File: src/rtl/vc_random_pkg.sv
// -----------------------------------------------------------------------------
// vc_random_pkg
//   Shared constants and types for the random-number checker:
//     - Tausworthe shift amounts (right 17, left 15)
//     - default 32-bit seed
//     - checker FSM state encoding
//     - taus_step(): one generator step, S -> S_next
// -----------------------------------------------------------------------------
package vc_random_pkg;

    localparam int unsigned TAUS_SHR          = 17;
    localparam int unsigned TAUS_SHL          = 15;
    localparam logic [31:0] TAUS_DEFAULT_SEED = 32'hdeadbeef;

    typedef enum logic [1:0] {
        ST_IDLE = 2'd0,
        ST_RUN  = 2'd1,
        ST_DONE = 2'd2
    } chk_state_e;

    // t = (S >> 17) ^ S ; S_next = (t << 15) ^ t
    function automatic logic [31:0] taus_step(input logic [31:0] s);
        logic [31:0] t;
        t = (s >> TAUS_SHR) ^ s;
        return (t << TAUS_SHL) ^ t;
    endfunction

endpackage

File: src/rtl/vc_tausworthe_state.sv
// -----------------------------------------------------------------------------
// vc_tausworthe_state
//   Owns the 32-bit expected-sequence state S and folds it down to an
//   p_out_nbits-wide expected message.
//   Ports:
//     clk        - clock, S updates on rising edge
//     reset      - async active-low, forces S = p_seed
//     i_load     - reload S with p_seed (takes priority over i_adv)
//     i_adv      - advance S by one Tausworthe step
//     o_expected - S[n-1:0] XOR each higher n-bit slice that fits in S[30:0]
// -----------------------------------------------------------------------------
module vc_tausworthe_state
    import vc_random_pkg::*;
#(
    parameter int          p_out_nbits = 4,
    parameter logic [31:0] p_seed      = TAUS_DEFAULT_SEED
) (
    input  logic                   clk,
    input  logic                   reset,
    input  logic                   i_load,
    input  logic                   i_adv,
    output logic [p_out_nbits-1:0] o_expected
);

    // Slice k covers S[k*n+n-1 : k*n]; keep slices whose top bit is <= 30,
    // so bit 31 never contributes.
    localparam int NSLICE = 31 / p_out_nbits;

    logic [31:0]                         r_state;
    logic [NSLICE-1:0][p_out_nbits-1:0]  w_slice;
    logic [p_out_nbits-1:0]              w_fold;

    always_ff @(posedge clk or negedge reset) begin
        if (!reset)      r_state <= p_seed;
        else if (i_load) r_state <= p_seed;
        else if (i_adv)  r_state <= taus_step(r_state);
    end

    for (genvar k = 0; k < NSLICE; k++) begin : g_slice
        assign w_slice[k] = r_state[k*p_out_nbits +: p_out_nbits];
    end

    always_comb begin
        w_fold = '0;
        for (int k = 0; k < NSLICE; k++) w_fold = w_fold ^ w_slice[k];
    end

    assign o_expected = w_fold;

endmodule

File: config.mk
export PLATFORM = sky130hd
export DESIGN_NAME = vc_tausworthe_state
export DESIGN_NICKNAME = d
export VERILOG_FILES = /design/src/rtl/vc_random_pkg.sv /design/src/rtl/vc_tausworthe_state.sv
export SDC_FILE = /design/constraint.sdc
export NUM_CORES = 1
export LEC_CHECK = 0
export BUFFER_PORTS_ARGS = -buffer_cell sky130_fd_sc_hd__buf_2
export CORE_MARGIN = 5
export CORE_UTILIZATION = 60
export CTS_CLUSTER_DIAMETER = 40
export DETAILED_ROUTE_END_ITERATION = 8
export PLACE_DENSITY = 0.81
export SETUP_SLACK_MARGIN = 0.4
export SYNTH_ARGS = -nofsm -noshare
export SYNTH_HDL_FRONTEND = slang
export SYNTH_SLANG_ARGS = --single-unit
export TNS_END_PERCENT = 30
File: constraint.sdc
create_clock -name clk -period 1.6 [get_ports clk]
set_clock_uncertainty 0.05 [all_clocks]
set_input_delay 0.32 -clock clk [delete_from_list [all_inputs] [get_ports clk]]
set_output_delay 0.32 -clock clk [all_outputs]
set_load 0.05 [all_outputs]
==> flow_summary.yaml <==
clocking:
  cts_buffers: 5
  clock_latency_ns: 0.35
  cts_root_buf: "clkbuf_4"
  cts_buffer_depth: 2
  tritoncts: "built"
  clk_pin_slew_ns: 0.11
  numClockSinks: 32
  h-tree-depth: 2
placement:
  port_buffers: 7
  dp_cells: 235
  gp_congestion: 0.8163
  dpl.hpwl_mm: 2.717
synthesis:
  synth_nets: 182
  async_flop_share_pct: 100.0
  synth_top_area_share_pct: 36.00
  synth_ff_type: "dfstp_2"
  synth_common_cells: "a21oi_1 (29), o21ai_0 (29), xnor2_1 (29)"
  synth-edff-count: 0
  yosysWarnings: 0
  syn_avg_cell_area_sq_um: 9.841
  netlist_area_sq_um: 1752
  synth.distinct_cells: 16
  synth-seq-area-share_pct: 47.43
  synthCells: 178
  yosys-top-cells-area: "dfstp_2 (36%), xnor2_1 (14%), dfrtp_1 (11%)"
  ys_ff_latch: 32
  synth_top_area_cell: "dfstp_2"
timing:
  rsz0062_at_grt: "true"
  setup_violations: 4
  slew_headroom_pct: 70.27
  setup_tns_ns: -1.630
  setup_slack_ns: -0.4467
  maxSlewViolCount: 0
  post-route-period-util_pct: 127.9
  fmax_mhz: 488.6
  finalHoldViolCount: 0
  min_period_ns: 2.047
  whs_ns: 0.2441
  worst_slew_pin_slew_ns: 0.4459
setup_path:
  r2r_end: "r_state[22]$_DFFE_PN0P_"
  critPathCapture: "o_expected[1]"
  worstRegToRegCells: 4
  worst-r2r-setup-slack_ns: 0.18
  r2r-start: "r_state[7]$_DFFE_PN1P_"
  setup.worst_path.start: "r_state[13]$_DFFE_PN1P_"
  crit_path_end_kind: "output port"
  cp.required_ns: 1.23
  crit_path_start_kind: "register"
  criticalPathCategory: "register to output port"
  path_max_fanout: 2
  critPathArrivalTime_ns: 1.68
die:
  die_area_sq_um: 4100
  die_y_um: 64.03
  ios: 8
  die_w_um: 64.03
  start_util_pct: 62.98
  row_count: 19
  core_region_area_sq_um: 2781
layout:
  nets: 219
  drive_gt1_share_pct: 56.02
  diodes: 0
  largest_register_ffs: 32
  final_cells: 247
  largest-register: "r_state"
  area_delta_synth_final_pct: 46.71
  reg_top3: "r_state: 32 flops"
  fin_util_pct: 92.40
power:
  internal-power_w: 0.002009
  cellLeakagePower_nw: 1.140
  p_comb_share_pct: 52.3
  p_sw_share_pct: 40.59
  power_density_nw_per_um2: 1316
  power.total_w: 0.003381
  sequentialPowerShare_pct: 32.3
  power_switching_w: 0.001372
  ir_drop_uv: 1621
  p_clk_share_pct: 15.4
job:
  cap_violations: 0
run_status:
  violations: "setup timing"
  outcome: "finished, violations left"
global_route:
  grt.total_usage_pct: 22.86
  overflow: 0
  grt_pass1_vias: 1549
  antenna_found_initial: 0
  grt_max_degree: 33
  grt_pass1_wl_mm: 7.224
min_path:
  hold_path_class: "input port to register"
routing:
  finalWirelength_mm: 5.620
  routedWlPerCell_um: 22.75
  drtAntennaViolNets: 0
  vias: 1566
  drc_errors: 0
  drt_pre_antenna_iters: 4
  drt-initial-drc-count: 119
  avgViaCountPerCell: 6.340
-- power groups by stage --
stage          Combinational [W]  Clock, W  Sequential [W]
6_report                 0.00177  0.000520         0.00109
5_1_grt                  0.00185  0.000576         0.00110
4_1_cts                  0.00157  0.000503         0.00107
3_5_place_dp             0.00138         0         0.00107
3_3_place_gp             0.00134         0         0.00106
2_1_floorplan            0.00104         0         0.00109
-- worst max-delay path, cell delays in order (launching register included) --
cell,delay (ns)
dfstp_2,0.57
xnor2_1,0.12
xnor2_2,0.28
xnor2_4,0.16
buf_6,0.19
-- cell usage in the layout, fill, tap and decap left out, types with 3 or more instances in the layout --
cell | netlist | final
buf_4 | 1 | 20
a21oi_2 | 0 | 7
a21oi_1 | 29 | 22
or3_1 | 5 | 3
xnor2_2 | 0 | 22
o21ai_0 | 29 | 16
xnor2_4 | 0 | 5
xor2_2 | 0 | 7
nor2_1 | 3 | 3
buf_6 | 0 | 15
nand2_1 | 3 | 3
and3_1 | 22 | 21
o21ai_1 | 0 | 11
xor2_1 | 13 | 3
clkbuf_4 | 0 | 6
xor2_4 | 0 | 3
dfrtp_1 | 8 | 8
dfstp_2 | 24 | 24
-- area by class of cell --
class,count,area (sq um)
Clock buffer,6,51.30
Clock inverter,2,10.01
Fill cell,95,211.5
Inverter,2,7.507
Multi-Input combinational cell,135,1285
Sequential cell,32,830.8
Tap cell,31,38.79
Timing Repair Buffer,39,346.6
-- kinds of logic (layout without fill, tap and decap cells) --
logic type	Yosys count	count (layout)	share of synthesized area [%]
compound gates	58	58	16.57
xor+xnor	42	42	21.00
simple gates	35	35	11.79
flops	32	32	47.43
buf+inv	11	49	3.214
-- worst min path at each step --
stage                     depth (start not counted)   start                      end  slack [ns]
after CTS                                         2  i_load  r_state[22]$_DFFE_PN0P_        0.21
after global placement                            1   reset   r_state[8]$_DFFE_PN0P_        0.35
after floorplan                                   0   reset  r_state[14]$_DFFE_PN0P_       -0.03
final                                             2  i_load  r_state[20]$_DFFE_PN0P_        0.24
after global routing                              2  i_load  r_state[20]$_DFFE_PN0P_        0.23
after detailed placement                          1   reset   r_state[8]$_DFFE_PN0P_        0.35
-- through the flow --
step | worst slack [ns] | instance area (sq um)
finish | -0.4467 | 2570
detailed placement | -0.1394 | 2160
floorplan | 0.01688 | 1924
CTS | -0.3931 | 2372
global placement | -0.1294 | 2160
global route | -0.5132 | 2570
-- per-layer routing --
metal	track usage, %	up-vias	part of all wire [%]
met3	4.904	10	5.4
met5	0	-	0
met2	39.70	70	52
met4	7.013	0	1.7
met1	28.37	803	41
li1	-	683	-
-- what timing repair did --
action,in CTS,in global routing
endpoints found under the setup margin,19,29
buffers inserted,0,3
pin swaps,25,26
hold buffers,1,0
endpoints found under the hold margin,8,0
gates cloned,0,0
resized for setup,36,34
(Power assumes the default switching activity.)
